## config.mk

```make
export PLATFORM = sky130hd
export DESIGN_NAME = heap_sort_output_verifier
export DESIGN_NICKNAME = d
export VERILOG_FILES = /design/src/rtl/heap_sort_tb_pkg.sv /design/src/rtl/heap_sort_expected_rom.sv /design/src/rtl/heap_sort_output_verifier.sv
export SDC_FILE = /design/constraint.sdc
export NUM_CORES = 1
export LEC_CHECK = 0
export BUFFER_PORTS_ARGS = -buffer_cell sky130_fd_sc_hd__buf_4
export CORE_UTILIZATION = 25
export DETAILED_ROUTE_END_ITERATION = 12
export PLACE_DENSITY = 0.43
export SYNTH_ARGS = -nofsm -noshare
export SYNTH_HDL_FRONTEND = slang
export SYNTH_SLANG_ARGS = --single-unit
```

## constraint.sdc

```tcl
create_clock -name system1000 -period 4.9 [get_ports system1000]
set_input_delay 0.735 -clock system1000 [delete_from_list [all_inputs] [get_ports system1000]]
set_output_delay 0.735 -clock system1000 [all_outputs]
set_load 0.05 [all_outputs]
```

## src/rtl/heap_sort_tb_pkg.sv

```systemverilog
// -----------------------------------------------------------------------------
// heap_sort_tb_pkg
// Shared definitions for the heap-sort output verifier:
//   HS_N_ELEM            default number of sorted elements per run
//   HS_ELEM_W            default element width (signed)
//   HS_DEFAULT_EXPECTED  default expected-value vector (1,2,3,4,5)
//   verify_state_t       verifier FSM state encoding
//   expected_at()        expected value for a given element index
// -----------------------------------------------------------------------------
package heap_sort_tb_pkg;

   localparam int HS_N_ELEM = 5;
   localparam int HS_ELEM_W = 32;

   // Ascending reference sequence: element i is expected to be i+1.
   function automatic int expected_at(input int i);
      return i + 1;
   endfunction

   localparam logic signed [HS_ELEM_W-1:0] HS_DEFAULT_EXPECTED [HS_N_ELEM] =
      '{32'sd1, 32'sd2, 32'sd3, 32'sd4, 32'sd5};

   typedef enum logic [1:0] {
      CHECK = 2'd0,
      DONE  = 2'd1,
      FAIL  = 2'd2
   } verify_state_t;

endpackage

```

## src/rtl/heap_sort_expected_rom.sv

```systemverilog
// -----------------------------------------------------------------------------
// heap_sort_expected_rom
// Combinational lookup of the expected sorted value for an element index.
// Ports:
//   idx       element index (0..N_ELEM-1)
//   expected  signed expected value for that index (0 for unused codes)
// -----------------------------------------------------------------------------
module heap_sort_expected_rom
   import heap_sort_tb_pkg::*;
#(
   parameter int N_ELEM = HS_N_ELEM,
   parameter int ELEM_W = HS_ELEM_W,
   localparam int IDX_W = $clog2(N_ELEM + 1)
) (
   input  logic [IDX_W-1:0]         idx,
   output logic signed [ELEM_W-1:0] expected
);

   // Table spans every idx code so the lookup never indexes out of range.
   logic signed [ELEM_W-1:0] w_table [2**IDX_W];

   for (genvar gi = 0; gi < 2**IDX_W; gi++) begin : g_table
      if (gi < N_ELEM) begin : g_used
         assign w_table[gi] = ELEM_W'(expected_at(gi));
      end else begin : g_unused
         assign w_table[gi] = '0;
      end
   end

   assign expected = w_table[idx];

endmodule

```

## src/rtl/heap_sort_output_verifier.sv

```systemverilog
// -----------------------------------------------------------------------------
// heap_sort_output_verifier
// Checks a stream of N_ELEM sorted elements against the ascending reference
// 1..N_ELEM and reports pass/fail, first error index, mismatch count, idle
// timeout and overrun.
// Ports:
//   system1000      clock (rising edge)
//   system1000_rst  synchronous active-high reset
//   in_valid        element present this cycle (no backpressure)
//   in_data         signed element from the sorter
//   done            run finished (pass or fail)
//   pass            run passed; meaningful while done=1
//   err_idx         index of first mismatch, N_ELEM if none
//   mismatch_cnt    number of mismatches, saturating at N_ELEM
//   timeout         run ended on idle timeout
//   overrun         in_valid seen after all elements were checked
// Configuration macro:
//   HEAP_SORT_VERIFY_STOP_ON_MISMATCH_EN  - first mismatch ends the run in FAIL
// -----------------------------------------------------------------------------
module heap_sort_output_verifier
   import heap_sort_tb_pkg::*;
#(
   parameter int N_ELEM  = HS_N_ELEM,
   parameter int ELEM_W  = HS_ELEM_W,
   parameter int TIMEOUT = 64,
   localparam int IDX_W  = $clog2(N_ELEM + 1),
   localparam int IDLE_W = $clog2(TIMEOUT + 1)
) (
   input  logic                     system1000,
   input  logic                     system1000_rst,
   input  logic                     in_valid,
   input  logic signed [ELEM_W-1:0] in_data,
   output logic                     done,
   output logic                     pass,
   output logic [IDX_W-1:0]         err_idx,
   output logic [IDX_W-1:0]         mismatch_cnt,
   output logic                     timeout,
   output logic                     overrun
);

   verify_state_t            r_state;
   logic [IDX_W-1:0]         r_idx;
   logic [IDLE_W-1:0]        r_idle;
   logic                     r_done;
   logic                     r_pass;
   logic [IDX_W-1:0]         r_err_idx;
   logic [IDX_W-1:0]         r_mismatch_cnt;
   logic                     r_timeout;
   logic                     r_overrun;

   logic signed [ELEM_W-1:0] w_expected;
   logic                     w_mismatch;
   logic                     w_last;
   logic [IDX_W-1:0]         w_cnt_sat;

   heap_sort_expected_rom #(
      .N_ELEM (N_ELEM),
      .ELEM_W (ELEM_W)
   ) u_rom (
      .idx      (r_idx),
      .expected (w_expected)
   );

   assign w_mismatch = (in_data != w_expected);
   assign w_last     = (r_idx == IDX_W'(N_ELEM - 1));
   assign w_cnt_sat  = (r_mismatch_cnt == IDX_W'(N_ELEM)) ? r_mismatch_cnt
                                                          : r_mismatch_cnt + 1'b1;

   always_ff @(posedge system1000) begin
      if (system1000_rst) begin
         r_state        <= CHECK;
         r_idx          <= '0;
         r_idle         <= '0;
         r_done         <= 1'b0;
         r_pass         <= 1'b0;
         r_err_idx      <= IDX_W'(N_ELEM);
         r_mismatch_cnt <= '0;
         r_timeout      <= 1'b0;
         r_overrun      <= 1'b0;
      end else begin
         case (r_state)
            CHECK: begin
               // An accepted element wins over a timeout in the same cycle.
               if (in_valid) begin
                  r_idle <= '0;
                  if (w_mismatch) begin
                     r_mismatch_cnt <= w_cnt_sat;
                     // err_idx still at N_ELEM means no earlier mismatch.
                     if (r_err_idx == IDX_W'(N_ELEM))
                        r_err_idx <= r_idx;
                  end
`ifdef HEAP_SORT_VERIFY_STOP_ON_MISMATCH_EN
                  if (w_mismatch) begin
                     r_state <= FAIL;
                     r_done  <= 1'b1;
                     r_pass  <= 1'b0;
                  end else if (w_last) begin
                     r_state <= DONE;
                     r_done  <= 1'b1;
                     r_pass  <= (r_mismatch_cnt == '0);
                  end else begin
                     r_idx <= r_idx + 1'b1;
                  end
`else
                  if (w_last) begin
                     r_state <= DONE;
                     r_done  <= 1'b1;
                     r_pass  <= (r_mismatch_cnt == '0) && !w_mismatch;
                  end else begin
                     r_idx <= r_idx + 1'b1;
                  end
`endif
               end else if (r_idle == IDLE_W'(TIMEOUT - 1)) begin
                  r_idle    <= r_idle + 1'b1;
                  r_timeout <= 1'b1;
                  r_state   <= FAIL;
                  r_done    <= 1'b1;
                  r_pass    <= 1'b0;
               end else begin
                  r_idle <= r_idle + 1'b1;
               end
            end
            DONE: begin
               // Extra element after the run: sticky overrun, idx does not wrap.
               if (in_valid) begin
                  r_overrun <= 1'b1;
                  r_pass    <= 1'b0;
               end
            end
            FAIL: begin
               // Terminal until reset; inputs ignored.
            end
            default: begin
               r_state <= CHECK;
            end
         endcase
      end
   end

   assign done         = r_done;
   assign pass         = r_pass;
   assign err_idx      = r_err_idx;
   assign mismatch_cnt = r_mismatch_cnt;
   assign timeout      = r_timeout;
   assign overrun      = r_overrun;

endmodule

```

After elaboration in Yosys (flattened, before gate mapping)
Memory sizes are Yosys's and may differ from the RTL's.
Index checks and enable logic that the tools add are counted.
Operators by class
  add/subtract/negate cells: 3
  $lt $le $gt $ge: 1
  equal/unequal tests: 11
  muxes and demuxes: 15
  bitwise operators: 5
  reduce and logical (&&, ||, !) cells: 15
Operators by type and width (count)
  2-to-1 mux 32 bit: 2
  inequality test 32 bit: 1
  AND reduction 3 bit: 4
  AND reduction 4 bit: 3
  == test 3 bit, second input constant: 3
  adder 7 x 1 -> 7 bit, second input constant: 1
  == test 7 x 6 -> 1 bit, second input constant: 1
  2-to-1 mux 1 bit: 7
  2-to-1 mux 7 bit: 1
  adder 3 x 1 -> 3 bit, second input constant: 2
  2-to-1 mux 2 bit: 3
  inequality test 3 bit, second input constant: 2
  >= comparator 4 bit, second input constant: 1
  NOT 1 bit: 4
  NOT 3 -> 4 bit: 1
  case mux 2 bit (2 select lines): 1
  nonzero test 2 bit: 2
  logical NOT 3 bit: 1
  == test 2 x 1 -> 1 bit, second input constant: 1
  == test 2 bit, second input constant: 1
  logical NOT 2 bit: 1
  inequality test 2 x 1 -> 1 bit, second input constant: 1
  inequality test 2 bit, second input constant: 1
  case mux 1 bit (2 select lines): 1
  4 further kinds: 4
Storage, ports and cells
  register bits: 22
  memory bits (read-only): 256
  input port bits: 35
  output and inout port bits: 10
  logic and storage cells: 60
  memories: 1
Memories
  (name not given): words 8, bits a word 32, read ports 1, clocked after memory_dff 0, wr ports 0, RTL line heap_sort_expected_rom.sv:30  | assign expected = w_table[idx];

Depth between registers and ports, before layout
Gate-level depths: netlist of run 1.
  depth after elaboration: 10
  gate-level depth with buffers: 8
  gate-level depth less buffers: 8

Cells and area by module
Synthesis of run 1 repeated with hierarchy kept, for this count alone.
Second synthesis, totals
  cells, all modules: 212
  area total of the unflattened synthesis: 1747.9 um2
Modules (own cells, without submodules)
  heap_sort_output_verifier: instances 1, cells an instance 175, area each 1462.7 um2
  heap_sort_expected_rom: instances 1, cells an instance 37, area each 285.3 um2

Worst setup path before layout of run 1
No wires, ideal clock.
  path kind: input to register
  start: input port in_data[21]
  end: register r_mismatch_cnt[0], in the netlist mismatch_cnt[0]
  setup time: 0.121 ns
  arrival time: 1.821 ns
  required time: 4.779 ns
  setup slack: 2.957 ns
  stages: 6
  cell sequence: nor4_1 -> nand4_1 -> nor2_2 -> nand3_2 -> and3_4 -> mux2_4
Between the ends
  word-level cells in the longest chain between the ends: 2
RTL lines
  start, declared: RTL line heap_sort_output_verifier.sv:32  | input logic signed [ELEM_W-1:0] in_data,
  inequality test 32 bit: RTL line heap_sort_output_verifier.sv:64  | assign w_mismatch = (in_data != w_expected);
  AND reduction 4 bit (no source line)
  end signal, assigned: RTL line heap_sort_output_verifier.sv:87  | r_mismatch_cnt <= w_cnt_sat;
  end, declared: RTL line heap_sort_output_verifier.sv:47  | logic [IDX_W-1:0] r_mismatch_cnt;
No other way between the ends.
A chain may end at the register's enable or synchronous reset.

Final worst setup path of run 1
  start: register r_idx[0]
  end: register r_mismatch_cnt[0], in the netlist mismatch_cnt[0]
Between the ends
  word-level cells in the longest chain between the ends: 6
RTL lines
  start, declared: RTL line heap_sort_output_verifier.sv:42  | logic [IDX_W-1:0] r_idx;
  start signal, assigned: RTL line heap_sort_output_verifier.sv:110  | r_idx <= r_idx + 1'b1;
  NOT 3 -> 4 bit (implied by the code): RTL line heap_sort_expected_rom.sv:30
  memory (8 x 32 bit)
  2-to-1 mux 32 bit (implied by the code) (2 in series): RTL line heap_sort_expected_rom.sv:30
  inequality test 32 bit: RTL line heap_sort_output_verifier.sv:64
  AND reduction 4 bit (no source line)
No other way between the ends. The select of a mux whose other input is x is not followed.

==> flow_summary_export.csv, run 1 <==
group,metric,value,unit
logic_synthesis,synthXorXnorAreaFrac,5.74,%
placement,portBuffers,44,
critical_path,worstPathRequired,5.06,ns
sta,final_max_slew_viol_count,0,
run,cap_violations,0,
clock_network,clkLatencyLatePin,0.27,ns
global_routing,antenna_found_initial,0,
sta,setup_viol,0,
layout,final_area,0.00166,mm^2
logic_synthesis,yosysMostFrequentCell,"dfxtp_1",
sta,period_share,39.8,%
worst_hold_path,hold_depth,2,
logic_synthesis,synth_compound_area_share,12.4,%
layout,fin_nets,231,
worst_hold_path,min_to,"timeout$_SDFFE_PP0P_",
sta,post-route-min-period,1.95,ns
critical_path,end_kind,"flop",
sta,tightest_slew,0.426,ns
critical_path,crit_chain,"inv_1, ha_1, nand2_2, o21ai_0, xnor2_1, nand3_2, and3_4, mux2_4",
logic_synthesis,synth_top_area_cell,"dfxtp_1",
outcome,status,"completed",
global_routing,grt_pass1_wl,5090,um
floorplanning,fp-row-count,25,
global_routing,grt-ovfl-total,0,
drt,routed-via-count,1140,
floorplanning,initial_core_util,25.9,%
clock_network,cts_hold_buf,0,
clock_network,cts_resized,0,
logic_synthesis,yosys.area_share.adder,8.20,%
drt,vias_per_cell,4.49,
logic_synthesis,synthFlopType,"dfxtp_1",
logic_synthesis,async_flop_share,0,%
placement,dp_hpwl,2370,um
sta,fmax,512,MHz
global_routing,grt_max_degree,22,
critical_path,cp_slowest_cell,"dfxtp_1",
drt,wl_per_cell,11.9,um
clock_network,cts_buffer_depth,2,
logic_synthesis,synth_commonest_cells,"dfxtp_1 (22), nor2_1 (16), a21oi_1 (10), nand2_1 (10)",
logic_synthesis,ys_seq_area_share,36.1,%
logic_synthesis,synth.area.top_cells,"dfxtp_1 (36%), ha_1 (8.2%), nor2_1 (4.9%)",
layout,seqCellArea,440,um^2
logic_synthesis,synth_nets,188,
logic_synthesis,ys_types,43,
logic_synthesis,synth_cells,145,
critical_path,reg2regPathDepth,8,
power_and_ir_drop,power_density,245,mW/mm^2
critical_path,slowest_delay,0.37,ns
clock_network,numCtsBuffers,3,
logic_synthesis,synthSimpleGateAreaFrac,30.3,%
drt,initialDrtViolationCount,44,
layout,n_fill_cell,495,
logic_synthesis,synth_seq_cells,22,
sta,rsz0062_at_grt,"false",
logic_synthesis,ys_warn_count,0,
clock_network,htree_levels,1,
drt,drc,0,
clock_network,clk_pin_slew_worst_paths,0.08,ns
clock_network,clockRootBuffer,"clkbuf_8",
critical_path,start_kind,"flop",
global_routing,grt_pass1_vias,1143,
power_and_ir_drop,leakagePower,0.697,nW
logic_synthesis,syn-cell-area,0.00122,mm^2
floorplanning,die_h,71.9,um
clock_network,cts_tree,"done",
floorplanning,num_io_pins,45,
sta,finalHoldViolCount,0,
logic_synthesis,synthMuxAreaShare,2.05,%
logic_synthesis,syn_avg_cell_area,8.42,um^2
sta,slew-limit-headroom,71.6,%
critical_path,cp_max_fo,5,
critical_path,crit_type,"flop to flop",
layout,fin_cells,254,
drt,drt_pre_antenna_iters,4,
power_and_ir_drop,vdd_drop_max,0.0000908,V
critical_path,rr_startpoint,"r_idx[0]$_SDFFE_PP0P_",
layout,multi_input_area,717,um^2
layout,area_delta_synth_final,35.7,%
critical_path,arrival,2.11,ns
critical_path,reg2reg_slack,2.95,ns
worst_hold_path,worstHoldPathType,"flop to flop",
floorplanning,dieArea,0.00517,mm^2
clock_network,cts_sinks,22,
layout,drive_gt1_share,29.9,%
floorplanning,core,0.00472,mm^2
drt,routed_wl,3020,um
worst_hold_path,hp-start,"timeout$_SDFFE_PP0P_",
sta,fin_skew,0.00623,ns
logic_synthesis,synth_top_cell_area_share,36.1,%
layout,diodes,0,
logic_synthesis,synth_edf_count,0,
global_routing,grt_usage,12.5,%
placement,dp.cells,250,
placement,placedInstanceArea,0.00160,mm^2
drt,ant_nets,0,
floorplanning,die_w,71.9,um
placement,place_congestion,0.702,
sta,fin_setup_tns,0,ns
logic_synthesis,synth_top_family_by_area,"simple AND/OR/NAND/NOR gates",
critical_path,r2r-end,"mismatch_cnt[0]$_SDFFE_PP0P_",
clock_network,postCtsSetupRepairBufs,0,
logic make-up after synthesis:
logic type	Yosys count
multiplexers	2
XOR/XNOR	8
AND/OR/NAND/NOR	65
adder cells (fa/ha/maj)	8
buffers and inverters	14
AO/OA/AOI/OAI	26
flip-flops	22
sequential cells by signal (all words and copies together), names as in the netlist:
signal / flops
mismatch_cnt: 3
done: 1
timeout: 1
r_idle: 7
r_state: 2
overrun: 1
r_idx: 3
err_idx: 3
pass: 1
per-layer routing:
metal	track usage (%)	up-vias	wire [um]
li1	-	595	-
met1	14.8	528	1380
met2	22.1	13	1530
met3	3.33	4	76
met4	3.92	0	34
met5	0	-	0
where the power goes:
group	total (mW)	leakage, nW	internal, mW	switching [mW]
Sequential	0.192	0.179	0.185	0.00675
Combinational	0.0823	0.490	0.0411	0.0411
Clock	0.132	0.0288	0.0717	0.0602
Total	0.406	0.697	0.298	0.108
critical path, delay by kind of cell (launching register included):
family / cells / cell delay [ns]
AND/OR/NAND/NOR: 3 / 0.48
flip-flops: 1 / 0.37
multiplexers: 1 / 0.28
adder cells (fa/ha/maj): 1 / 0.27
XOR/XNOR: 1 / 0.25
AO/OA/AOI/OAI: 1 / 0.11
buffers and inverters: 1 / 0.08
how the worst max path moves through the flow:
stage,from,endpoint
3_3_place_gp,in_data[25],mismatch_cnt[0]$_SDFFE_PP0P_
2_1_floorplan,in_data[21],mismatch_cnt[0]$_SDFFE_PP0P_
5_1_grt,r_idx[0]$_SDFFE_PP0P_,mismatch_cnt[0]$_SDFFE_PP0P_
6_report,r_idx[0]$_SDFFE_PP0P_,mismatch_cnt[0]$_SDFFE_PP0P_
4_1_cts,r_idx[0]$_SDFFE_PP0P_,mismatch_cnt[0]$_SDFFE_PP0P_
3_5_place_dp,in_data[4],mismatch_cnt[0]$_SDFFE_PP0P_
metrics by stage:
step	setup slack (ns)	util [%]	hold slack [ns]	power [mW]
after floorplan	2.96	-	0.453	0.244
after global placement	2.74	33.9	0.437	0.278
after detailed placement	2.65	33.9	0.449	0.279
after CTS	2.93	35.1	0.461	0.413
after global routing	2.75	35.1	0.477	0.432
final	2.95	35.1	0.456	0.406
cell usage in the layout, fill, tap and decap left out, types with 3 or more instances in the layout:
master    instances
xnor2_1           5
xor2_1            3
a21oi_1          10
nand3_1           3
nor2_1           16
nor3_1            4
nor4_1            5
o21ai_0           5
ha_1              8
nand4_1           6
buf_4            44
inv_1             8
dfxtp_1          22
clkbuf_8          4
nand2_1          10
layout make-up:
class / instances / area share (%)
timing repair buffer: 44 / 19.9
tap: 67 / 5.06
multi-input combinational: 109 / 43.3
sequential: 22 / 26.6
inverter: 8 / 1.81
clock buffer: 4 / 3.32
Power figures use the tool's default switching activity.
==> run 2, diff against run 1 <==
--- a/config.mk
+++ b/config.mk
@@ -8,7 +8,7 @@
 export BUFFER_PORTS_ARGS = -buffer_cell sky130_fd_sc_hd__buf_4
 export CORE_UTILIZATION = 25
 export DETAILED_ROUTE_END_ITERATION = 12
-export PLACE_DENSITY = 0.43
+export PLACE_DENSITY = 0.45
 export SYNTH_ARGS = -nofsm -noshare
 export SYNTH_HDL_FRONTEND = slang
 export SYNTH_SLANG_ARGS = --single-unit
==> constraint.sdc (replaced) <==
create_clock -name system1000 -period 1.79 [get_ports system1000]
set_input_delay 0.2685 -clock system1000 [delete_from_list [all_inputs] [get_ports system1000]]
set_output_delay 0.2685 -clock system1000 [all_outputs]
set_load 0.05 [all_outputs]
==> flow_summary_export.csv, run 2 (synthesized netlist as in run 1, its figures left out) <==
group,metric,value,unit
global_routing,grt-ovfl-total,0,
placement,place_congestion,0.736,
floorplanning,num_io_pins,45,
drt,drt_pre_antenna_iters,4,
clock_network,numCtsBuffers,3,
clock_network,cts_sinks,22,
drt,wl_per_cell,11.9,um
drt,routed_wl,3100,um
clock_network,clkLatencyLatePin,0.26,ns
global_routing,grt_usage,13.0,%
global_routing,antenna_found_initial,0,
worst_hold_path,hold_depth,3,
sta,tightest_slew,0.344,ns
layout,final_area,0.00171,mm^2
sta,hold_slack,0.313,ns
critical_path,cp_slowest_cell,"dfxtp_2",
sta,setup_viol,0,
global_routing,grt_pass1_wl,5400,um
outcome,status,"completed",
global_routing,grt_pass1_vias,1220,
sta,post-route-min-period,1.71,ns
sta,slew-limit-headroom,77.1,%
critical_path,arrival,1.87,ns
layout,final_common_cell,"buf_4",
global_routing,grt_max_degree,22,
layout,diodes,0,
drt,met2_length,1620,um
run,cap_violations,0,
sta,fin_setup_tns,0,ns
drt,initialDrtViolationCount,28,
power_and_ir_drop,vdd_drop_max,0.000436,V
critical_path,cp_max_fo,3,
placement,dp_hpwl,2440,um
power_and_ir_drop,power_density,654,mW/mm^2
layout,drive_gt1_share,36.3,%
layout,area_delta_synth_final,40.3,%
critical_path,worstPathRequired,1.95,ns
clock_network,cts_buffer_depth,2,
floorplanning,fp-row-count,25,
drt,dr.max_layer_used,"met3",
floorplanning,die_h,71.9,um
sta,period_share,95.6,%
critical_path,reg2regPathDepth,8,
worst_hold_path,worstHoldPathType,"input pin to flop",
sta,fmax,584,MHz
sta,finalHoldViolCount,0,
drt,wl_met1,1380,um
critical_path,slowest_delay,0.33,ns
placement,placedInstanceArea,0.00164,mm^2
floorplanning,dieArea,0.00517,mm^2
critical_path,end_kind,"flop",
layout,largest_reg_flops,7,
layout,regMostFlops,"r_idle",
critical_path,start_kind,"flop",
clock_network,clk_pin_slew_worst_paths,0.08,ns
clock_network,clockRootBuffer,"clkbuf_8",
sta,fin_skew,0.00494,ns
sta,final_max_slew_viol_count,0,
drt,ant_nets,0,
floorplanning,initial_core_util,25.9,%
power_and_ir_drop,leakagePower,0.724,nW
drt,met3_wirelength,96,um
placement,portBuffers,44,
critical_path,cp_common_cell,"o21ai_1",
clock_network,cts_tree,"done",
drt,drc,0,
drt,vias_per_cell,4.47,
layout,most-common-layout-cells,"buf_4 (50), dfxtp_1 (18), nor2_1 (16)",
floorplanning,core,0.00472,mm^2
clock_network,htree_levels,1,
sta,rsz0062_at_grt,"false",
critical_path,crit_type,"flop to flop",
drt,routed-via-count,1162,
floorplanning,die_w,71.9,um
critical_path,crit_chain,"inv_2, ha_2, and3b_1, o21ai_1, o21ai_1, nand3_2, and3_4, mux2_4",
layout,fin_nets,237,
## run 2: cell types whose count changed in the layout (fill, tap and decap cells not counted), sizes merged
cell,change
buf,+6
## run 2: final timing paths
path	to	slack (ns)	start
hold / removal	overrun$_SDFFE_PP0P_	0.31	in_valid
setup reg to reg	mismatch_cnt[0]$_SDFFE_PP0P_	0.08	r_idx[0]$_SDFFE_PP0P_
setup / recovery	mismatch_cnt[0]$_SDFFE_PP0P_	0.08	r_idx[0]$_SDFFE_PP0P_
hold reg to reg	timeout$_SDFFE_PP0P_	0.46	timeout$_SDFFE_PP0P_
## run 2: power by group
part / leakage [nW] / switching [mW] / internal, mW
clock: 0.0288 / 0.158 / 0.196
sequential: 0.180 / 0.0175 / 0.508
combinational: 0.515 / 0.117 / 0.124
total: 0.724 / 0.293 / 0.828
## run 2: timing repair
item | 4_1_cts | 5_1_grt
hold buffers | 0 | 0
setup endpoints to repair | 1 | 5
buffers inserted | 0 | 1
resized for setup | 1 | 9
pin swaps | 0 | 2
## run 2: worst max-delay path, delay by kind of cell, from the launching register on
kind            cells  cell delay, ns
mux                 1            0.29
flops               1            0.33
simple gates        3            0.43
buf+inv             1            0.06
fa+ha+maj           1            0.28
compound gates      2            0.22
## run 2: per-stage QoR
stage	setup WS [ns]	std cells	util, %	total power [mW]
global route	0.00401	260	36.3	1.19
detailed placement	0.00539	255	34.7	0.771
global placement	0.0545	255	34.7	0.765
floorplan	0.0231	145	-	0.667
CTS	0.0132	259	35.9	1.13
finish	0.0786	260	36.3	1.12
## run 2: cell type report
type,count,area [um^2]
multi-input combinational,109,723
fill,497,3010
clock buffer,4,55.1
sequential,22,445
timing repair buffer,50,375
tap,67,83.8
inverter,8,30.0
## run 2: routing by layer
layer	GRT usage (%)	vias up
met4	2.40	0
met1	15.5	540
met2	23.4	13
li1	-	609
met3	3.75	0
met5	0	-
==> run 3, diff against run 2 <==
--- a/config.mk
+++ b/config.mk
@@ -5,7 +5,7 @@
 export SDC_FILE = /design/constraint.sdc
 export NUM_CORES = 1
 export LEC_CHECK = 0
-export BUFFER_PORTS_ARGS = -buffer_cell sky130_fd_sc_hd__buf_4
+export BUFFER_PORTS_ARGS = -buffer_cell sky130_fd_sc_hd__buf_2
 export CORE_UTILIZATION = 25
 export DETAILED_ROUTE_END_ITERATION = 12
 export PLACE_DENSITY = 0.45
==> flow_summary_export.csv, run 3 (synthesized netlist as in run 1, its figures left out) <==
group,metric,value,unit
outcome,status,"completed",
floorplanning,dieArea,0.00517,mm^2
global_routing,grt_usage,12.8,%
drt,drc,0,
worst_hold_path,worstHoldPathType,"input pin to flop",
clock_network,clk_pin_slew_worst_paths,0.09,ns
sta,post-route-min-period,1.67,ns
clock_network,cts_buffer_depth,2,
drt,vias_per_cell,4.60,
sta,fin_skew,0.0154,ns
power_and_ir_drop,switching_share,25.0,%
critical_path,cp_max_fo,3,
sta,fin_ws,0.117,ns
sta,setup_viol,0,
critical_path,rr_startpoint,"r_idx[0]$_SDFFE_PP0P_",
critical_path,path_depth,8,
sta,fin_setup_tns,0,ns
drt,routed-via-count,1188,
floorplanning,core,0.00472,mm^2
critical_path,worstPathRequired,1.96,ns
sta,slew-limit-headroom,74.8,%
layout,drive_gt1_share,34.6,%
critical_path,cpLargestDelayFamily,"simple AND/OR/NAND/NOR gates",
drt,initialDrtViolationCount,72,
layout,final_common_cell,"buf_2",
drt,routed_wl,3000,um
floorplanning,initial_core_util,25.9,%
critical_path,end_kind,"flop",
global_routing,grt_pass1_vias,1183,
power_and_ir_drop,power,1.21,mW
clock_network,cts_sinks,22,
clock_network,clockRootBuffer,"clkbuf_8",
layout,regMostFlops,"r_idle",
critical_path,critPathLaunch,"r_idx[0]$_SDFFE_PP0P_",
critical_path,slowest_delay,0.34,ns
critical_path,path_buf_inv,1,
run,cap_violations,0,
drt,wl_per_cell,11.6,um
layout,largest_reg_flops,7,
sta,finalHoldViolCount,0,
drt,ant_nets,0,
layout,most-common-layout-cells,"buf_2 (44), dfxtp_1 (21), nor2_1 (16)",
clock_network,cts_tree,"done",
clock_network,clkLatencyLatePin,0.27,ns
power_and_ir_drop,pwr-share-seq,43.3,%
critical_path,cp_common_cell,"o21ai_2",
sta,tightest_slew,0.378,ns
critical_path,crit_end,"mismatch_cnt[0]$_SDFFE_PP0P_",
floorplanning,fp-row-count,25,
critical_path,crit_chain,"inv_2, ha_4, and3b_1, o21ai_2, o21ai_2, nand3_2, and3_4, mux2_4",
power_and_ir_drop,vdd_drop_max,0.000538,V
critical_path,cp_slowest_cell,"dfxtp_1",
critical_path,crit_type,"flop to flop",
placement,place_ws,0.0172,ns
floorplanning,num_io_pins,45,
critical_path,arrival,1.84,ns
power_and_ir_drop,clockPowerShare,38.3,%
floorplanning,die_h,71.9,um
placement,placedInstanceArea,0.00152,mm^2
drt,drt_pre_antenna_iters,4,
global_routing,grt-ovfl-total,0,
global_routing,grt_pass1_wl,5220,um
clock_network,numCtsBuffers,3,
power_and_ir_drop,p_int,0.907,mW
critical_path,reg2regPathDepth,8,
layout,diodes,0,
sta,final_max_slew_viol_count,0,
layout,fin_nets,235,
critical_path,reg2reg_slack,0.12,ns
power_and_ir_drop,leakagePower,0.700,nW
floorplanning,die_w,71.9,um
power_and_ir_drop,power_density,746,mW/mm^2
power_and_ir_drop,combPwrFrac,18.4,%
layout,area_delta_synth_final,32.8,%
global_routing,antenna_found_initial,0,
placement,place_congestion,0.786,
clock_network,htree_levels,1,
layout,final_area,0.00162,mm^2
power_and_ir_drop,netSwitchingPower,0.302,mW
clock_network,cts_hold_buf,0,
sta,fmax,598,MHz
sta,period_share,93.5,%
placement,dp_hpwl,2330,um
placement,portBuffers,44,
global_routing,grt_max_degree,22,
critical_path,r2r-end,"mismatch_cnt[0]$_SDFFE_PP0P_",
critical_path,start_kind,"flop",
==> run 3: area by class of cell <==
cell class,count,area (um^2)
fillers,513,3100
multi-input cells,109,744
flip-flops and latches,22,442
repair buffers,48,250
well taps,67,83.8
clock buffers,3,41.3
clock inverters,1,30.0
inverters,8,30.0
==> run 3: how the worst min path moves through the flow <==
stage / start / to / slack, ns / cells after the start
2_1_floorplan: system1000_rst / mismatch_cnt[1]$_SDFFE_PP0P_ / 0.45 / 2
3_3_place_gp: timeout$_SDFFE_PP0P_ / timeout$_SDFFE_PP0P_ / 0.43 / 2
3_5_place_dp: timeout$_SDFFE_PP0P_ / timeout$_SDFFE_PP0P_ / 0.44 / 2
4_1_cts: in_valid / overrun$_SDFFE_PP0P_ / 0.38 / 3
5_1_grt: in_valid / overrun$_SDFFE_PP0P_ / 0.39 / 3
6_report: in_valid / overrun$_SDFFE_PP0P_ / 0.37 / 3
==> run 3: routing by layer <==
layer	up-vias	GRT usage (%)	wire (um)	part of all wire, %
met5	-	0	0	0
met4	0	3.49	34	1.1
met3	4	4.03	92	3.1
met2	16	22.4	1540	51
met1	563	14.9	1330	44
li1	605	-	-	-
==> run 3: stage by stage <==
stage	hold WS [ns]	utilization, %	std cells
finish	0.374	34.3	258
global route	0.392	34.3	258
CTS	0.385	33.7	258
detailed placement	0.443	32.2	254
global placement	0.433	32.2	254
floorplan	0.452	-	145
==> run 3: power by group through the flow <==
stage / clock [mW] / combinational (mW) / sequential, mW
floorplan: 0 / 0.0991 / 0.568
global placement: 0 / 0.203 / 0.534
detailed placement: 0 / 0.209 / 0.535
CTS: 0.478 / 0.210 / 0.523
global route: 0.506 / 0.249 / 0.527
finish: 0.463 / 0.222 / 0.524
==> run 3: worst register-to-register path: stages (launching register included) <==
cell,delay [ns]
dfxtp_1,0.34
inv_2,0.06
ha_4,0.24
and3b_1,0.17
o21ai_2,0.14
o21ai_2,0.08
nand3_2,0.07
and3_4,0.19
mux2_4,0.29
==> run 3: repair_timing <==
| action | 4_1_cts | 5_1_grt |
|---|---|---|
| setup buffers | 0 | 0 |
| endpoints found under the setup margin | 0 | 6 |
| resized for setup | 0 | 8 |
